<file path="src/rtl/mem_arbiter.sv">
`timescale 1ns/1ps
// Arbitrates I-cache refills, D-cache refills and D-cache writes onto a single memory port.
// Optional watchdog on busy states is enabled by defining MEM_ARB_TIMEOUT_EN.
//
// state | meaning
// IDLE  | no transaction; write wins, reads alternate round-robin
// RD_IC | I-cache refill outstanding on the memory read channel
// RD_DC | D-cache refill outstanding on the memory read channel
// WR_DC | D-cache write outstanding on the memory write channel
// RESP  | one-cycle done pulse to the granted requester
module mem_arbiter #(
  parameter int ADDR_WIDTH       = 64,
  parameter int DATA_WIDTH       = 64,
  parameter int CACHE_LINE_WIDTH = 256,
  parameter int TIMEOUT_CYCLES   = 255
) (
  input  logic                        i_clk,
  input  logic                        i_rst,
  input  logic                        i_ic_rd_req,
  input  logic [ADDR_WIDTH-1:0]       i_ic_rd_addr,
  output logic                        o_ic_rd_done,
  input  logic                        i_dc_rd_req,
  input  logic [ADDR_WIDTH-1:0]       i_dc_rd_addr,
  output logic                        o_dc_rd_done,
  output logic [CACHE_LINE_WIDTH-1:0] o_line,
  input  logic                        i_dc_wr_req,
  input  logic [ADDR_WIDTH-1:0]       i_dc_wr_addr,
  input  logic [DATA_WIDTH-1:0]       i_dc_wr_data,
  input  logic [7:0]                  i_dc_wr_strobe,
  output logic                        o_dc_wr_done,
  output logic                        o_mem_read_req,
  output logic [ADDR_WIDTH-1:0]       o_mem_read_address,
  input  logic                        i_mem_read_done,
  input  logic [CACHE_LINE_WIDTH-1:0] i_cache_line,
  output logic                        o_mem_write_valid,
  output logic [ADDR_WIDTH-1:0]       o_mem_write_address,
  output logic [DATA_WIDTH-1:0]       o_mem_write_data,
  output logic [7:0]                  o_write_strobe,
  input  logic                        i_mem_write_done,
  output logic                        o_timeout_err
);

  typedef enum logic [2:0] {
    IDLE  = 3'd0,
    RD_IC = 3'd1,
    RD_DC = 3'd2,
    WR_DC = 3'd3,
    RESP  = 3'd4
  } state_e;

  state_e                      state_q, state_d;
  logic                        rr_dc_q, rr_dc_d;
  logic [ADDR_WIDTH-1:0]       addr_q, addr_d;
  logic [DATA_WIDTH-1:0]       wdata_q, wdata_d;
  logic [7:0]                  wstrb_q, wstrb_d;
  logic [CACHE_LINE_WIDTH-1:0] line_q, line_d;
  logic                        ic_done_q, ic_done_d;
  logic                        dc_done_q, dc_done_d;
  logic                        wr_done_q, wr_done_d;
  logic                        timeout_hit;

`ifdef MEM_ARB_TIMEOUT_EN
  localparam int CNT_W = (TIMEOUT_CYCLES > 1) ? $clog2(TIMEOUT_CYCLES) : 1;

  logic [CNT_W-1:0] tcnt_q, tcnt_d;
  logic             err_q, err_d;
  logic             busy;
  logic             rsp_done;

  assign busy        = (state_q == RD_IC) || (state_q == RD_DC) || (state_q == WR_DC);
  assign rsp_done    = (state_q == WR_DC) ? i_mem_write_done : i_mem_read_done;
  assign timeout_hit = busy && (tcnt_q == CNT_W'(TIMEOUT_CYCLES - 1));

  // Held at zero in IDLE so every grant starts counting from 0.
  always_comb begin
    tcnt_d = tcnt_q;
    err_d  = err_q | (timeout_hit & ~rsp_done);
    if (state_q == IDLE) begin
      tcnt_d = '0;
    end else if (busy) begin
      tcnt_d = tcnt_q + 1'b1;
    end
  end

  always_ff @(posedge i_clk) begin
    if (i_rst) begin
      tcnt_q <= '0;
      err_q  <= 1'b0;
    end else begin
      tcnt_q <= tcnt_d;
      err_q  <= err_d;
    end
  end

  assign o_timeout_err = err_q;
`else
  assign timeout_hit   = 1'b0;
  assign o_timeout_err = 1'b0;
`endif

  always_comb begin
    state_d   = state_q;
    rr_dc_d   = rr_dc_q;
    addr_d    = addr_q;
    wdata_d   = wdata_q;
    wstrb_d   = wstrb_q;
    line_d    = line_q;
    ic_done_d = 1'b0;
    dc_done_d = 1'b0;
    wr_done_d = 1'b0;
    case (state_q)
      IDLE: begin
        if (i_dc_wr_req) begin
          state_d = WR_DC;
          addr_d  = i_dc_wr_addr;
          wdata_d = i_dc_wr_data;
          wstrb_d = i_dc_wr_strobe;
        end else if (i_ic_rd_req && (!i_dc_rd_req || !rr_dc_q)) begin
          state_d = RD_IC;
          addr_d  = i_ic_rd_addr;
          rr_dc_d = 1'b1;
        end else if (i_dc_rd_req) begin
          state_d = RD_DC;
          addr_d  = i_dc_rd_addr;
          rr_dc_d = 1'b0;
        end
      end
      RD_IC: begin
        if (i_mem_read_done || timeout_hit) begin
          state_d   = RESP;
          ic_done_d = 1'b1;
          if (i_mem_read_done) line_d = i_cache_line;
        end
      end
      RD_DC: begin
        if (i_mem_read_done || timeout_hit) begin
          state_d   = RESP;
          dc_done_d = 1'b1;
          if (i_mem_read_done) line_d = i_cache_line;
        end
      end
      WR_DC: begin
        if (i_mem_write_done || timeout_hit) begin
          state_d   = RESP;
          wr_done_d = 1'b1;
        end
      end
      RESP:    state_d = IDLE;
      default: state_d = IDLE;
    endcase
  end

  always_ff @(posedge i_clk) begin
    if (i_rst) begin
      state_q   <= IDLE;
      rr_dc_q   <= 1'b0;
      addr_q    <= '0;
      wdata_q   <= '0;
      wstrb_q   <= '0;
      line_q    <= '0;
      ic_done_q <= 1'b0;
      dc_done_q <= 1'b0;
      wr_done_q <= 1'b0;
    end else begin
      state_q   <= state_d;
      rr_dc_q   <= rr_dc_d;
      addr_q    <= addr_d;
      wdata_q   <= wdata_d;
      wstrb_q   <= wstrb_d;
      line_q    <= line_d;
      ic_done_q <= ic_done_d;
      dc_done_q <= dc_done_d;
      wr_done_q <= wr_done_d;
    end
  end

  // Both channels share one address register; only the active channel's valid qualifies it.
  assign o_mem_read_req      = (state_q == RD_IC) || (state_q == RD_DC);
  assign o_mem_read_address  = addr_q;
  assign o_mem_write_valid   = (state_q == WR_DC);
  assign o_mem_write_address = addr_q;
  assign o_mem_write_data    = wdata_q;
  assign o_write_strobe      = wstrb_q;
  assign o_line              = line_q;
  assign o_ic_rd_done        = ic_done_q;
  assign o_dc_rd_done        = dc_done_q;
  assign o_dc_wr_done        = wr_done_q;

endmodule

</file>
<file path="config.mk">
export PLATFORM = sky130hd
export DESIGN_NAME = mem_arbiter
export DESIGN_NICKNAME = d
export VERILOG_FILES = /design/src/rtl/mem_arbiter.sv
export SDC_FILE = /design/constraint.sdc
export NUM_CORES = 1
export LEC_CHECK = 0
export ABC_AREA = 1
export BUFFER_PORTS_ARGS = -buffer_cell sky130_fd_sc_hd__buf_2
export CELL_PAD_IN_SITES_DETAIL_PLACEMENT = 0
export CELL_PAD_IN_SITES_GLOBAL_PLACEMENT = 1
export CORE_AREA = 4 4 388 390
export DETAILED_ROUTE_END_ITERATION = 10
export DIE_AREA = 0 0 392 394
export GPL_TIMING_DRIVEN = 0
export HOLD_SLACK_MARGIN = 0.05
export PLACE_DENSITY = 0.48
export SYNTH_ARGS = -nofsm -noshare
export SYNTH_HDL_FRONTEND = slang
export SYNTH_SLANG_ARGS = --single-unit
</file>
<file path="constraint.sdc">
create_clock -name i_clk -period 2.2 [get_ports i_clk]
set_clock_uncertainty 0.2 [all_clocks]
set_input_delay 0.33 -clock i_clk [delete_from_list [all_inputs] [get_ports i_clk]]
set_output_delay 0.33 -clock i_clk [all_outputs]
set_load 0.01 [all_outputs]
</file>
==> qor.csv <==
stage,metric,value,unit
power_and_ir_drop,p_leak,14.1,nW
sta,fin_ws,128,ps
critical_path,worst_setup_path_start_kind,input port,
sta,maxSlewHeadroom,44.1,%
place,dp_hpwl,95500,microns
sta,rsz0062_at_grt,false,
yosys,yosys_register_bits,399,
sta,tightest_slew,838,ps
critical_path,critical_path_class,in2reg,
grt,grt_usage,14.1,%
sta,hold_viol,0,
power_and_ir_drop,seq_power_share,33.1,%
grt,grt_max_degree,15,
sta,hold_ws,140,ps
grt,antenna_found_initial,43,
yosys,synth_compound_area_share,16.9,%
outcome,status,"complete, no violations",
sta,setup_viol,0,
critical_path,cp_max_fo,10,
flow_run,drv_cap,0,
power_and_ir_drop,p_per_area,1170,nW/um^2
yosys,synth_top_family_by_area,simple AND/OR/NAND/NOR gates,
clock_network,numCtsBuffers,51,
hold_path,worstHoldPathCells,7,
hold_path,hold_start,i_dc_wr_req,
clock_network,htree_levels,2,
yosys,synth_cell_types,24,
drt,wl_per_cell,20.1,microns
power_and_ir_drop,combinationalPowerShare,41.3,%
drt,drtIter0Drc,748,
place,numPortBuffers,985,
yosys,synth_area,15700,sq um
sta,slew_viol_final,0,
drt,via_count,19900,
floorplan,row_count,141,
clock_network,cts_max_path_buffers,3,
yosys,synthesis.nets,2628,
sta,post-route-period-util,94.2,%
floorplan,fp.dieArea,154000,sq um
floorplan,core-area,147000,sq um
place,gp_congestion,0.846,
drt,viasPerCell,3.52,
power_and_ir_drop,clkPwrFrac,25.6,%
yosys,yosys.area_share.adder,0,%
final_layout,final_core_util,20.5,%
final_layout,fill_cells,16900,
power_and_ir_drop,p_switching,14.5,mW
final_layout,multiInputGateArea,6060,sq um
power_and_ir_drop,p_int,20.7,mW
critical_path,cp-startpoint,i_dc_rd_req,
clock_network,cts_root_buf,clkbuf_16,
critical_path,reg2reg_to,o_mem_read_address[30]$_SDFFE_PP0P_,
floorplan,ios,989,
critical_path,r2r-start,state_q[0]$_SDFFE_PP0P_,
clock_network,cts_setup_buffers,0,
place,pre_cts_slack,-705,ps
clock_network,cts.sink_count,399,
yosys,synth-edff-count,0,
floorplan,die-height,394,microns
power_and_ir_drop,switching_share,41.3,%
yosys,synth.avg_cell_area,7.46,sq um
hold_path,min_to,state_q[2]$_SDFFE_PP0P_,
drt,finalWirelength,114000,microns
sta,period_needed,2070,ps
sta,setup_tns,0,ps
grt,overflow,0,
critical_path,rrSetupSlack,150,ps
drt,drc,0,
clock_network,clk_pin_slew,60,ps
yosys,synth-main-ff-cell,dfxtp_1,
yosys,synthSimpleGateAreaFrac,21.7,%
drt,ant_nets,0,
yosys,synthXorXnorAreaFrac,0,%
grt,grt_pass1_wl,156000,microns
yosys,netlist_instances,2101,
final_layout,num-nets-final,4191,
drt,firstDrtPassIters,7,
floorplan,die_x,392,microns
floorplan,start_util,10.7,%
critical_path,cp.arrival,2380,ps
clock_network,clk_latency,610,ps
final_layout,final_cell_mix,"buf_2, dlygate4sd3_1, nor2_1",
yosys,yosysWarnings,0,
critical_path,end_kind,flop,
yosys,seq_area_frac_synth,51.0,%
clock_network,cts_tree,built,
final_layout,final_common_cell,buf_2,
hold_path,min_path_type,in2reg,
final_layout,seq_area,7990,sq um
yosys,synthArstFlopShare,0,%
power_and_ir_drop,vdd_ir_drop_max,0.501,mV
yosys,synthMuxAreaShare,0,%
sta,fmax,483,MHz
grt,grt_pass1_vias,20500,
final_layout,drive_above_1_share,33.9,%
final_layout,area_growth,92.2,%
critical_path,worstPathRequired,2510,ps
critical_path,r2r_cells,8,
## worst max path at each step
stage	to	slack [ps]	cells past startpoint
final	state_q[1]$_SDFFE_PP0P_	130	9
after global routing	o_mem_read_address[30]$_SDFFE_PP0P_	10	8
after CTS	o_line[59]$_SDFFE_PP0P_	8	8
after detailed placement	o_mem_read_address[29]$_SDFFE_PP0P_	-710	6
after global placement	o_line[10]$_SDFFE_PP0P_	-1300	6
after floorplan	o_line[116]$_SDFFE_PP0P_	680	8
## power by group through the flow
stage	clock [mW]	combinational [mW]	sequential [mW]
6_report	9.01	14.5	11.6
5_1_grt	9.61	16.0	12.0
4_1_cts	9.37	14.8	11.8
3_5_place_dp	0	13.9	11.9
3_3_place_gp	0	14.0	11.9
2_1_floorplan	0	6.32	11.9
## cell families after synthesis
logic type,Yosys count
simple gates,873
flops,399
other cells,1
buf+inv,299
compound gates,529
## flip-flops by register name (all words and copies together), names as in the netlist, 3 cells and up
name and cells:
state_q 3, o_mem_read_address 64, o_mem_write_data 64, o_write_strobe 8
o_line 256
## per-stage QoR
stage	total power [mW]	cells	area (sq um)
floorplan	18.2	2101	15700
global placement	25.8	5016	23000
detailed placement	25.9	5016	23000
CTS	36.0	5636	30100
global route	37.6	5648	30100
finish	35.2	5657	30100
## timing repair
item / 4_1_cts / 5_1_grt
endpoints found under the setup margin: 13 / 3
hold buffers: 525 / 0
cloned: 0 / 0
endpoints found under the hold margin: 399 / 0
gates resized for setup: 5 / 4
## per-layer routing
metal / part of all wire (%) / wire length (microns) / track usage, % / vias to the layer above
met2: 48 / 54300 / 24.3 / 718
met3: 6.9 / 7890 / 3.38 / 126
met5: 0.10 / 115 / 0 / -
met4: 2.1 / 2410 / 3.13 / 18
li1: - / - / - / 9880
met1: 43 / 49200 / 17.7 / 9157
## worst max-delay path, cell delays in order
cell           delay (ps)
dlygate4sd3_1         580
buf_2                 150
a21oi_2               270
inv_2                  60
nor2_2                160
buf_2                 390
nor2_1                190
o21ai_0               190
inv_1                  60
## layout make-up
type / instances / area share (%)
diodes: 21 / 0.174
plain buffers: 222 / 4.51
clock buffers: 72 / 4.96
clock inverters: 23 / 0.943
inverters: 77 / 0.968
multi-input cells: 1403 / 20.1
flip-flops and latches: 399 / 26.5
well taps: 1930 / 8.01
repair buffers: 1510 / 33.8
## cells in the mapped netlist (3+ instances only)
library cell	instances	share of area, %
clkbuf_1	52	1.2
nand2_1	273	6.5
inv_1	71	1.7
o21ai_1	144	4.6
nand3_1	75	2.4
a21oi_1	202	6.5
nor2_1	518	12
buf_1	5	0.12
buf_4	88	4.2
o21ai_0	180	5.7
buf_6	13	0.93
dfxtp_1	399	51
inv_2	5	0.12
buf_2	64	2.0
nor3_1	3	0.096
(Power assumes the default switching activity.)
